**config.mk**
```make
export PLATFORM = sky130hd
export DESIGN_NAME = sng_et_ctrl
export DESIGN_NICKNAME = d
export VERILOG_FILES = /design/src/rtl/sng_ctrl_pkg.sv /design/src/rtl/sng_bit_counter.sv /design/src/rtl/sng_et_ctrl.sv
export SDC_FILE = /design/constraint.sdc
export NUM_CORES = 1
export LEC_CHECK = 0
export ABC_CLOCK_PERIOD_IN_PS = 2500
export BUFFER_PORTS_ARGS = -buffer_cell sky130_fd_sc_hd__buf_2
export CAP_MARGIN = 20
export CORE_UTILIZATION = 52
export DETAILED_ROUTE_END_ITERATION = 10
export PLACE_DENSITY = 0.89
export SLEW_MARGIN = 20
export SYNTH_ARGS = -nofsm -noshare
export SYNTH_HDL_FRONTEND = slang
export SYNTH_HIERARCHICAL = 1
export SYNTH_SLANG_ARGS = --single-unit
```
**constraint.sdc**
```tcl
create_clock -name clk -period 2.5 [get_ports clk]
set_input_delay 0.625 -clock clk [delete_from_list [all_inputs] [get_ports clk]]
set_output_delay 0.625 -clock clk [all_outputs]
set_load 0.05 [all_outputs]
```
**src/rtl/sng_ctrl_pkg.sv**
```systemverilog
// Shared types and helpers for the SNG early-termination controller.
package sng_ctrl_pkg;

  typedef enum logic [1:0] {
    IDLE = 2'd0,
    LOAD = 2'd1,
    RUN  = 2'd2,
    DONE = 2'd3
  } state_e;

  localparam int unsigned MAX_W = 32;

  // Zero or anything past one LFSR period clamps to the full period.
  function automatic logic [MAX_W:0] eff_len(
    input logic [MAX_W:0] len,
    input int unsigned    w
  );
    logic [MAX_W:0] full;
    full = ((MAX_W+1)'(1) << w) - (MAX_W+1)'(1);
    if (len == '0 || len > full) return full;
    return len;
  endfunction

endpackage

```
**src/rtl/sng_bit_counter.sv**
```systemverilog
// Counts ones on bit_i while enabled; synchronous clear has priority.
module sng_bit_counter #(
  parameter int W = 9
) (
  input  logic         clk,
  input  logic         rst_n,
  input  logic         en_i,
  input  logic         clr_i,
  input  logic         bit_i,
  output logic [W-1:0] count_o
);

  logic [W-1:0] count_q;
  logic [W-1:0] count_d;

  always_comb begin
    count_d = count_q;
    if (clr_i) count_d = '0;
    else if (en_i && bit_i) count_d = count_q + 1'b1;
  end

  always_ff @(posedge clk or negedge rst_n) begin
    if (!rst_n) count_q <= '0;
    else        count_q <= count_d;
  end

  assign count_o = count_q;

endmodule

```
**src/rtl/sng_et_ctrl.sv**
```systemverilog
// SNG stream-length controller: load, run L cycles, report ones count.
// Optional SNG_ET_ABORT_EN adds an abort input for early termination.
module sng_et_ctrl
  import sng_ctrl_pkg::*;
#(
  parameter int WIDTH      = 8,
  parameter int NUM_INPUTS = 2
) (
  input  logic                                clk,
  input  logic                                rst_n,
`ifdef SNG_ET_ABORT_EN
  input  logic                                abort,
`endif
  input  logic                                in_valid,
  output logic                                in_ready,
  input  logic [NUM_INPUTS-1:0][WIDTH-1:0]    in_bxs,
  input  logic [WIDTH:0]                      in_len,
  output logic [NUM_INPUTS-1:0][WIDTH-1:0]    sng_bxs,
  output logic                                sng_restart,
  output logic                                sng_en,
  input  logic                                sc_bit,
  output logic                                out_valid,
  input  logic                                out_ready,
  output logic [WIDTH:0]                      out_count,
  output logic [WIDTH:0]                      out_len
);

  state_e state_q, state_d;

  logic [WIDTH:0] len_q;
  logic [WIDTH:0] cyc_q;
  logic [WIDTH:0] cnt;
  logic [NUM_INPUTS-1:0][WIDTH-1:0] bxs_q;

  logic accept;
  logic in_run;
  logic stop;

  assign accept = (state_q == IDLE) && in_valid;
  assign in_run = (state_q == RUN);

`ifdef SNG_ET_ABORT_EN
  assign stop = abort &&
                ((state_q == LOAD) || (state_q == RUN));
`else
  assign stop = 1'b0;
`endif

  always_ff @(posedge clk or negedge rst_n) begin
    if (!rst_n) state_q <= IDLE;
    else        state_q <= state_d;
  end

  always_comb begin
    state_d = state_q;
    unique case (state_q)
      IDLE: if (in_valid) state_d = LOAD;
      LOAD: state_d = RUN;
      RUN:  if (cyc_q == len_q - 1'b1) state_d = DONE;
      DONE: if (out_ready) state_d = IDLE;
      default: state_d = IDLE;
    endcase
    if (stop) state_d = DONE;
  end

  always_comb begin
    in_ready    = 1'b0;
    sng_restart = 1'b0;
    sng_en      = 1'b0;
    out_valid   = 1'b0;
    out_count   = '0;
    out_len     = '0;
    unique case (1'b1)
      (state_q == IDLE): in_ready = 1'b1;
      (state_q == LOAD): sng_restart = 1'b1;
      (state_q == RUN):  sng_en = 1'b1;
      (state_q == DONE): begin
        out_valid = 1'b1;
        out_count = cnt;
        out_len   = cyc_q;
      end
      default: ;
    endcase
  end

  // cyc_q freezes outside RUN, so it is the run length seen in DONE.
  always_ff @(posedge clk or negedge rst_n) begin
    if (!rst_n) begin
      len_q <= '0;
      cyc_q <= '0;
      bxs_q <= '0;
    end else if (accept) begin
      len_q <= (WIDTH+1)'(eff_len((MAX_W+1)'(in_len), WIDTH));
      cyc_q <= '0;
      bxs_q <= in_bxs;
    end else if (in_run) begin
      cyc_q <= cyc_q + 1'b1;
    end
  end

  assign sng_bxs = bxs_q;

  sng_bit_counter #(
    .W (WIDTH+1)
  ) u_ones (
    .clk     (clk),
    .rst_n   (rst_n),
    .en_i    (in_run),
    .clr_i   (accept),
    .bit_i   (sc_bit),
    .count_o (cnt)
  );

endmodule

```
-- After elaboration in Yosys (flattened, before gate mapping)
Index checks and enable logic that the tools add are counted.
- $add $sub $neg: 3
- reduce and logical (&&, ||, !) cells: 8
- magnitude comparators: 1
- eq/ne operators: 7
- mux-type cells: 18
- operators by type and width (cell ; number):
    $mux 9 ; 8
    $add 9x1->9 const B ; 2
    $eq 9x9->1 ; 1
    $gt 9x8->1 const B ; 1
    $logic_not 9->1 ; 1
    $sub 9x1->9 const B ; 1
    $pmux 2 s4 ; 1
    $mux 1 ; 6
    $mux 2 ; 3
    $ne 2x2->1 const B ; 3
    $eq 2x2->1 const B ; 2
    $reduce_bool 2->1 ; 2
    $reduce_and 3->1 ; 1
    $eq 2x1->1 const B ; 1
    $logic_and 1x1->1 ; 2
    $logic_not 2->1 ; 1
    $logic_or 1x1->1 ; 1
- word-level logic and storage cells: 43
- flip-flop bits (word level): 45

-- Depth between registers and ports, before layout
Gate-level depths: netlist (run 1).
- depth in word-level cells: 5
- depth in mapped cells: 8
- depth with buffers taken out: 8

-- Cells and area by module
The synthesis (run 1) kept the hierarchy.
- modules (own cells, without submodules) (module ; times used ; cells each ; area an instance (sq um) ; seq. area each (sq um)):
    sng_et_ctrl ; 1 ; 227 ; 2029.4 ; 900.9
    sng_bit_counter ; 1 ; 46 ; 449.2 ; 225.2

-- Least setup slack after synthesis (run 1)
OpenSTA, ideal clock, no wires.
- path kind: reg2out
- from: reg state_q[0]
- to: out out_count[0]
- path slack: 0.234 ns
- path buffers: 1
- arrival: 1.641 ns
- stages on the path, launching flop included: 4
- data required time: 1.875 ns
- path through: dfrtp_1 ha_1 clkbuf_1 and2_1
- cells in the longest elaborated chain, start to end: 2
- RTL lines (what ; line ; source):
    start, declared ; sng_et_ctrl.sv:28 ; state_e state_q, state_d;
    start signal, assigned ; sng_et_ctrl.sv:51 ; else state_q <= state_d;
    $eq 2x2->1 ; sng_et_ctrl.sv:77 ; (state_q == DONE): begin
    $mux 9 ; sng_et_ctrl.sv:73 ; unique case (1'b1)
    end, declared ; sng_et_ctrl.sv:24 ; output logic [WIDTH:0] out_count,
Every way passes these cells.

-- Worst setup path after layout (run 1)
- from: reg state_q[0]
- to: out sng_en
- cells in the longest elaborated chain, start to end: 2
- RTL lines (what ; line ; source):
    $eq 2x2->1 ; sng_et_ctrl.sv:76 ; (state_q == RUN): sng_en = 1'b1;
    $mux 1 ; sng_et_ctrl.sv:73 ;
    end, declared ; sng_et_ctrl.sv:20 ; output logic sng_en,
Every way passes these cells.

==> results of run 1 <==
## sequential cells by signal, indices dropped and copies added, names as in the netlist
| signal | flops |
|---|---|
| cyc_q | 9 |
| len_q | 9 |
| sng_bxs | 16 |
| state_q | 2 |
| u_ones/count_o | 9 |
## stage by stage
step	std cells	hold WS, ns	cell area (um2)
after CTS	393	0.420	2950
after floorplan	273	0.329	2480
after global routing	393	0.455	2950
after detailed placement	385	0.462	2860
after global placement	385	0.455	2860
final	393	0.389	2950
## worst max-delay path, cell delays in order (launching register included)
cell and delay (ns):
dfrtp_1 0.42, inv_1 0.12, ha_1 0.54, buf_2 0.37
## power breakdown
group          total [mW]  internal, mW  switching (mW)  leakage, nW
Combinational        1.66         0.491            1.17        0.861
Sequential           1.22         0.968           0.252        0.565
Clock               0.441         0.193           0.247       0.0439
## metal layers
layer | GRT usage | share of wire | up-vias | wire length [um]
met2 | 0.374 | 0.46 | 78 | 2450
li1 | - | - | 1063 | -
met5 | 0 | 0 | - | 0
met4 | 0.0533 | 0.0069 | 0 | 37
met1 | 0.313 | 0.48 | 1012 | 2570
met3 | 0.0484 | 0.055 | 4 | 297
## worst max path at each step
stage                                 from  cells after the start                endpoint
floorplan           state_q[0]$_DFFE_PN0P_                      3            out_count[0]
global placement      len_q[0]$_DFFE_PN0P_                      8  state_q[1]$_DFFE_PN0P_
detailed placement    len_q[0]$_DFFE_PN0P_                      8  state_q[1]$_DFFE_PN0P_
CTS                 state_q[0]$_DFFE_PN0P_                      3                  sng_en
global route        state_q[0]$_DFFE_PN0P_                      3                  sng_en
finish              state_q[0]$_DFFE_PN0P_                      3                  sng_en
## cell families after synthesis
| kind of cell | after synthesis | share of synthesized area |
|---|---|---|
| flops | 45 | 0.454 |
| compound gates | 46 | 0.126 |
| buf+inv | 22 | 0.0368 |
| fa+ha+maj | 7 | 0.0353 |
| simple gates | 132 | 0.273 |
| mux | 2 | 0.00808 |
| xor+xnor | 19 | 0.0671 |
## placed cells by master (no fill, tap or decap), types with 2 or more instances in the layout
cell type / synthesis / layout
clkinv_2: 0 / 2
o22a_1: 5 / 5
mux2i_1: 2 / 2
dfrtp_1: 45 / 45
o21ai_0: 8 / 8
buf_4: 0 / 4
and2_1: 19 / 19
or4_1: 4 / 4
nor3_1: 5 / 5
nor4_1: 2 / 2
and3_1: 2 / 2
nand2_1: 60 / 60
buf_2: 1 / 67
clkbuf_8: 0 / 5
nor2_1: 16 / 16
nand4_2: 2 / 2
a21oi_1: 16 / 16
o31ai_1: 3 / 3
nand3_1: 7 / 7
xnor2_1: 7 / 7
inv_1: 10 / 10
xor2_1: 12 / 12
a31oi_1: 2 / 2
nand4_1: 3 / 3
or3_1: 6 / 6
ha_1: 7 / 6
nor4_4: 2 / 2
## cell type report
class | count | area, um2 | share of cell area
clock buffer | 5 | 68.8 | 0.0233
clock inverter | 3 | 17.5 | 0.00594
inverter | 11 | 41.3 | 0.0140
multi-input combinational | 206 | 1260 | 0.429
sequential | 45 | 1130 | 0.382
tap | 52 | 65.1 | 0.0221
timing repair buffer | 71 | 365 | 0.124
==> results.cfg, run 1 <==
[status]
status = finished with violations
violations = design-rule violations

[min_path]
hp-class = input pin to async pin

[cts]
cts_sinks = 45
cts_hold_buf = 0
clkLatencyLatePin_ns = 0.30
cts_max_level = 2
cts_tree = done
cts.reportedPaths.clkPinSlew_ns = 0.09
cts_inserted_buffers = 5
cts_setup_buffers = 0
clockBufferDepth = 2
clockRootBuffer = clkbuf_8
post_cts_resized = 0

[worst_setup_path]
critPathArrivalTime_ns = 1.75
end_kind = primary output
ff2ff_path_depth = 8
rrSetupSlack_ns = 0.25
cp.required_ns = 1.88
reg2reg_to = state_q[1]$_DFFE_PN0P_
startpoint_type = register
reg2reg_from = len_q[0]$_DFFE_PN0P_
criticalPathCategory = register to primary output
path_max_fanout = 15

[synth]
yosys.area.top_type = dfrtp_1
yosysMostFrequentCell = nand2_1
yosys_warnings = 6
syn_area_per_cell_um2 = 9.08
synth_edf_count = 0
synth_top_flop_cell = dfrtp_1
syn-cell-area_um2 = 2480
synth_top_area_frac = 0.454
synth-seq-cells = 45
synthCells = 273
ys_types = 44
synth_common_cells = 60 x nand2_1, 45 x dfrtp_1, 19 x and2_1
synth_nets = 310
synth_area_leaders = dfrtp_1 45%, nand2_1 9.1%, and2_1 4.8%, xor2_1 4.2%, ha_1 3.5%
async_flop_share = 1.00
seq_area_frac_synth = 0.454

[floorplan]
num_io_pins = 68
row_count = 24
die_width_um = 71.0
die_h_um = 71.0
dieArea_um2 = 5050
start_util = 0.554
coreArea_um2 = 4470

[layout]
final_util = 0.659
nFillCells = 391
area_growth_pct = 18.9
drive_above_1_share = 0.264
final_nets = 377
antennaDiodeCount = 0

[route]
drt-wirelength-per-cell_um = 13.6
via_per_inst = 5.49
drtIter0Drc = 139
ant_nets = 0
vias = 2157
drt_pre_antenna_iters = 7
wl_um = 5360
drc = 4

[place]
post-place-ws_ns = 0.204
numPortBuffers = 67
gp_congestion = 0.851
hpwl_um = 3920

[global_routing]
antenna_found_initial = 0
grt_pass1_vias = 2005
grt-ovfl-total = 0
grt_pass1_wl_um = 9070
grt_use_total = 0.228
grt_max_degree = 46

[timing]
fin_skew_ns = 0.0106
finalSetupViolCount = 0
hold_viol = 0
tns_ns = 0
max_freq_mhz = 422
finalCritPeriodShare = 0.948
relSlewSlack = 0.606
rsz0062_at_grt = no
slew_violations = 0
worst_slew_pin_slew_ns = 0.590
worst_slack_ns = 0.129
fin_crit_ns = 2.37

[job]
cap_violations = 0

[power_and_ir_drop]
total_power_mw = 3.32
peakVddDrop_v = 0.000798
p_leak_nw = 1.47
power.density_nw_per_um2 = 1130
No activity file was read; power rests on OpenSTA's default activity.
==> run 2: changes to the inputs <==
--- a/config.mk
+++ b/config.mk
@@ -5,12 +5,13 @@
 export SDC_FILE = /design/constraint.sdc
 export NUM_CORES = 1
 export LEC_CHECK = 0
+export ABC_AREA = 1
 export ABC_CLOCK_PERIOD_IN_PS = 2500
 export BUFFER_PORTS_ARGS = -buffer_cell sky130_fd_sc_hd__buf_2
 export CAP_MARGIN = 20
-export CORE_UTILIZATION = 52
+export CORE_UTILIZATION = 53
 export DETAILED_ROUTE_END_ITERATION = 10
-export PLACE_DENSITY = 0.89
+export PLACE_DENSITY = 0.9
 export SLEW_MARGIN = 20
 export SYNTH_ARGS = -nofsm -noshare
 export SYNTH_HDL_FRONTEND = slang
==> run 2 against run 1 <==
The flow now finishes without violations. Synthesized cell count rose by 37%. Count of clock-buffer cells in the layout did not move. Sequential power fell by 5%. Non-clock buffer count did not move. Worst setup slack improved by 0.098 ns. Combinational power rose by 7%. Clock power rose by 4%. First-iteration DRC count rose by 12%. Critical endpoint is now out_count[5].
==> results.cfg, run 2 <==
[timing]
fin_crit_ns = 2.27
rsz0062_at_grt = no
finalSetupViolCount = 0
whs_ns = 0.383
slew_violations = 0
max_freq_mhz = 440
worst_slew_pin_slew_ns = 0.572
hold_viol = 0
finalCritPeriodShare = 0.909
fin_skew_ns = 0.00843
relSlewSlack = 0.619
tns_ns = 0

[layout]
final_util = 0.659
nFillCells = 399
largest_reg_flops = 16
final_common_cell = nand2_1
drive_above_1_share = 0.243
area_growth_pct = 18.9
final_cells = 511
antennaDiodeCount = 0
final_cell_mix = 140 x nand2_1, 67 x buf_2, 56 x inv_1
final_nets = 480
multiInputGateArea_um2 = 1200
final-seq-area_um2 = 1130

[cts]
cts_setup_buffers = 0
clockRootBuffer = clkbuf_8
clockBufferDepth = 2
clkLatencyLatePin_ns = 0.30
cts_hold_buf = 0
cts_inserted_buffers = 5
cts.reportedPaths.clkPinSlew_ns = 0.09
cts_tree = done
cts_sinks = 45
cts_max_level = 2

[global_routing]
grt_pass1_wl_um = 9820
grt_pass1_vias = 2317
antenna_found_initial = 0
met3_usage = 0.0500
use_met1 = 0.288
grt_use_total = 0.240
use_met2 = 0.422
grt_max_degree = 46
grt-ovfl-total = 0
grt_most_used_layer = met2

[power_and_ir_drop]
total_power_mw = 3.39
switching_share = 0.519
seqPwrFrac = 0.342
clock_power_share = 0.136
peakVddDrop_v = 0.000769
power.density_nw_per_um2 = 1090
p_leak_nw = 1.85
combPwrFrac = 0.522
internal-power_mw = 1.63
power.net_switching_mw = 1.76

[floorplan]
num_io_pins = 68
dieArea_um2 = 5220
die_h_um = 72.2
row_count = 25
die_width_um = 72.2
start_util = 0.554
coreArea_um2 = 4720

[synth]
yosys.area.top_type = dfrtp_1
seq_area_frac_synth = 0.431
synth-seq-cells = 45
syn_area_per_cell_um2 = 6.99
synth_area_leaders = dfrtp_1 43%, nand2_1 20%, inv_1 8.0%, nor2_1 4.4%, ha_1 3.3%
synth_edf_count = 0
async_flop_share = 1.00
yosys_warnings = 6
synth_nets = 411
synthCells = 374
synth_top_area_frac = 0.431
synth_top_flop_cell = dfrtp_1
ys_types = 30
yosysMostFrequentCell = nand2_1
syn-cell-area_um2 = 2620
synth_common_cells = 140 x nand2_1, 56 x inv_1, 45 x dfrtp_1

[route]
drt-wirelength-per-cell_um = 11.3
drtIter0Drc = 155
drt_pre_antenna_iters = 4
ant_nets = 0
drc = 0
wl_um = 5760
via_per_inst = 4.89
vias = 2499

[min_path]
hp-class = input pin to async pin

[place]
placed_cells = 503
gp_congestion = 0.894
hpwl_um = 4120
numPortBuffers = 67

[status]
status = finished clean

[worst_setup_path]
cp.required_ns = 1.88
criticalPathCategory = register to primary output
path_max_fanout = 11
critPathArrivalTime_ns = 1.65
ff2ff_path_depth = 8
end_kind = primary output
startpoint_type = register

[job]
cap_violations = 0
run 2: changes by cell type in the layout (fill, tap and decap cells not counted), sizes merged, moves of 6 or more:
| cell | previous run | this run |
|---|---|---|
| nand2 | 60 | 150 |
| xor2 | 12 | 2 |
| xnor2 | 7 | 1 |
| o21ai | 8 | 16 |
| inv | 11 | 64 |
| nand3 | 7 | 14 |
| o22a | 6 | 0 |
| or3 | 6 | 0 |
| nor2 | 16 | 38 |
| and2 | 19 | 0 |
run 2: path summary, 6_finish.rpt:
check	endpoint	slack, ns	start
max reg2reg	cyc_q[8]$_DFFE_PN0P_	0.61	state_q[0]$_DFFE_PN0P_
min reg2reg	sng_bxs[15]$_DFFE_PN0P_	0.48	sng_bxs[15]$_DFFE_PN0P_
max in group asynchronous	len_q[5]$_DFFE_PN0P_	1.71	rst_n
min	u_ones/count_o[7]$_DFFE_PN0P_	0.38	rst_n
max	out_count[5]	0.23	state_q[0]$_DFFE_PN0P_
min in group clk	sng_bxs[15]$_DFFE_PN0P_	0.48	sng_bxs[15]$_DFFE_PN0P_
run 2: cell families (layout without fill, tap and decap cells):
kind of cell | count (synthesis) | in the layout | share of synthesized area
simple gates | 215 | 215 | 0.355
xor+xnor | 3 | 3 | 0.0100
fa+ha+maj | 7 | 7 | 0.0335
compound gates | 31 | 31 | 0.0617
flops | 45 | 45 | 0.431
buf+inv | 73 | 143 | 0.110
run 2: what timing repair did:
item                                   4_1_cts  5_1_grt
gates resized for setup                      0        1
setup endpoints to repair                    0        9
endpoints found under the hold margin        0        0
run 2: critical path: stages, from the launching register on:
cell     delay [ns]
dfrtp_1        0.41
ha_2           0.33
buf_4          0.21
nand2_1        0.07
inv_1          0.06
buf_2          0.26
run 2: through the flow:
step	area (um2)	setup slack [ns]
6_report	3110	0.227
3_5_place_dp	3020	0.450
3_3_place_gp	3020	0.548
4_1_cts	3110	0.0982
5_1_grt	3110	0.0978
2_1_floorplan	2620	0.0344
run 2: area by class of cell:
class	instances	area share
Multi-Input combinational cell	256	0.387
Clock buffer	5	0.0221
Sequential cell	45	0.362
Tap cell	67	0.0270
Timing Repair Buffer	71	0.117
Inverter	64	0.0772
Clock inverter	3	0.00684
run 2: routing by layer:
metal  wire length, um  vias up
met5                 0        -
met4               112        0
met3               247       12
met2              2860       71
met1              2540     1151
li1                  -     1265
run 2: power by group through the flow:
stage	registers [mW]	clock network (mW)	logic (mW)
finish	1.16	0.460	1.77
global route	1.20	0.500	1.94
CTS	1.16	0.477	1.77
detailed placement	1.17	0	1.77
global placement	1.16	0	1.70
floorplan	1.56	0	0.973
==> run 3: changes to the inputs <==
--- a/config.mk
+++ b/config.mk
@@ -6,7 +6,7 @@
 export NUM_CORES = 1
 export LEC_CHECK = 0
 export ABC_AREA = 1
-export ABC_CLOCK_PERIOD_IN_PS = 2500
+export ABC_CLOCK_PERIOD_IN_PS = 2400
 export BUFFER_PORTS_ARGS = -buffer_cell sky130_fd_sc_hd__buf_2
 export CAP_MARGIN = 20
 export CORE_UTILIZATION = 53
==> constraint.sdc (replaced) <==
create_clock -name clk -period 2.4 [get_ports clk]
set_input_delay 0.6 -clock clk [delete_from_list [all_inputs] [get_ports clk]]
set_output_delay 0.6 -clock clk [all_outputs]
set_load 0.05 [all_outputs]
==> run 3 against run 2 <==
Worst hold slack worse by 0.21 ns. Critical path type unchanged. Largest cell class unchanged. Flip-flop and latch count stayed put. Clock skew hardly changed. Sequential power is 4% higher. Critical path depth is 1 lower. Global-route usage is 1.2 points lower. Via count is 1.3% lower. Routed wire length is 4.2% lower. Total power is 6.3% higher. First-iteration DRC count is 0.65% higher. Largest power group unchanged. Count of clock-buffer cells in the layout stayed put. Final area is 0.72% higher.
==> results.cfg, run 3 (synthesized netlist as in run 2, its figures left out) <==
[status]
status = finished clean

[cts]
cts_setup_buffers = 0
cts_max_level = 2
cts_sinks = 45
post_cts_resized = 0
cts_tree = done
cts.reportedPaths.clkPinSlew_ns = 0.09
clkLatencyLatePin_ns = 0.30
cts_inserted_buffers = 5
clockBufferDepth = 2
clockRootBuffer = clkbuf_8
cts_hold_buf = 0

[power_and_ir_drop]
power.net_switching_mw = 1.81
p_leak_nw = 1.86
switching_share = 0.502
power.density_nw_per_um2 = 1150
clock_power_share = 0.158
total_power_mw = 3.61
combPwrFrac = 0.506
seqPwrFrac = 0.336
internal-power_mw = 1.80
peakVddDrop_v = 0.000787

[worst_setup_path]
critPathArrivalTime_ns = 1.61
end_kind = primary output
cp.required_ns = 1.80
path_max_fanout = 20
startpoint_type = register
criticalPathCategory = register to primary output

[timing]
fin_skew_ns = 0.00885
worst_slew_pin_slew_ns = 0.532
max_freq_mhz = 453
finalSetupViolCount = 0
hold_viol = 0
finalCritPeriodShare = 0.921
whs_ns = 0.176
rsz0062_at_grt = no
relSlewSlack = 0.645
fin_crit_ns = 2.21
tns_ns = 0
slew_violations = 0

[floorplan]
row_count = 25
coreArea_um2 = 4720
die_h_um = 72.2
die_width_um = 72.2
num_io_pins = 68
start_util = 0.554
dieArea_um2 = 5220

[global_routing]
grt_pass1_wl_um = 9400
met3_usage = 0.0431
grt_max_degree = 31
use_met1 = 0.285
grt_most_used_layer = met2
antenna_found_initial = 0
grt_use_total = 0.228
grt_pass1_vias = 2304
grt-ovfl-total = 0
use_met2 = 0.387

[place]
hpwl_um = 4120
gp_congestion = 0.888
postPlaceCellArea_um2 = 3020
numPortBuffers = 67

[route]
via_per_inst = 4.83
drtIter0Drc = 156
drt-wirelength-per-cell_um = 10.8
vias = 2466
drc = 0
wl_um = 5520
drt_pre_antenna_iters = 4
ant_nets = 0

[layout]
fin_area_um2 = 3130
antennaDiodeCount = 0
final_nets = 480
multiInputGateArea_um2 = 1200
area_growth_pct = 19.8
final_common_cell = nand2_1
drive_above_1_share = 0.243
final_cell_mix = 140 x nand2_1, 67 x buf_2, 56 x inv_1
final-seq-area_um2 = 1130
nFillCells = 397
largest_reg_flops = 16

[job]
cap_violations = 0

[min_path]
hp-class = input pin to async pin
## run 3: changes by cell type in the layout (fill, tap and decap cells not counted)
cell / change
bufinv_16: +1
clkinvlp_4: -1
## run 3: power groups by stage
stage                     logic [mW]  registers [mW]  clock network, mW
after global routing            2.00            1.25              0.610
after CTS                       1.83            1.21              0.583
after detailed placement        1.83            1.22                  0
after floorplan                 1.02            1.63                  0
after global placement          1.77            1.21                  0
final                           1.82            1.21              0.571
## run 3: routing by layer
layer | part of all wire | routed length (um)
met3 | 0.043 | 236
met5 | 0 | 0
met1 | 0.45 | 2490
met4 | 0.016 | 89
met2 | 0.49 | 2690
## run 3: final timing paths
kind,slack [ns],cells past startpoint,startpoint,to
max,0.19,4,state_q[0]$_DFFE_PN0P_,out_count[6]
min,0.18,1,rst_n,u_ones/count_o[7]$_DFFE_PN0P_
max reg2reg,0.51,9,state_q[0]$_DFFE_PN0P_,u_ones/count_o[4]$_DFFE_PN0P_
min reg2reg,0.48,2,sng_bxs[7]$_DFFE_PN0P_,sng_bxs[7]$_DFFE_PN0P_
max in group asynchronous,1.69,2,rst_n,sng_bxs[9]$_DFFE_PN0P_
min in group clk,0.48,2,sng_bxs[7]$_DFFE_PN0P_,sng_bxs[7]$_DFFE_PN0P_
## run 3: critical path, cell delays in order, from the launching register on
cell     delay (ns)
dfrtp_1        0.42
ha_2           0.45
nand2_1        0.10
inv_1          0.08
buf_2          0.26
## run 3: layout make-up
type                    count  area share
clock inverters             3      0.0140
flip-flops and latches     45       0.359
well taps                  67      0.0268
inverters                  64      0.0767
clock buffers               5      0.0220
repair buffers             71       0.117
multi-input cells         256       0.385
## run 3: metrics by stage
stage	setup slack, ns	instances	util
after floorplan	0.0965	374	-
final	0.191	511	0.663
after detailed placement	0.542	503	0.639
after CTS	0.201	511	0.663
after global routing	0.0751	511	0.663
after global placement	0.604	503	0.639
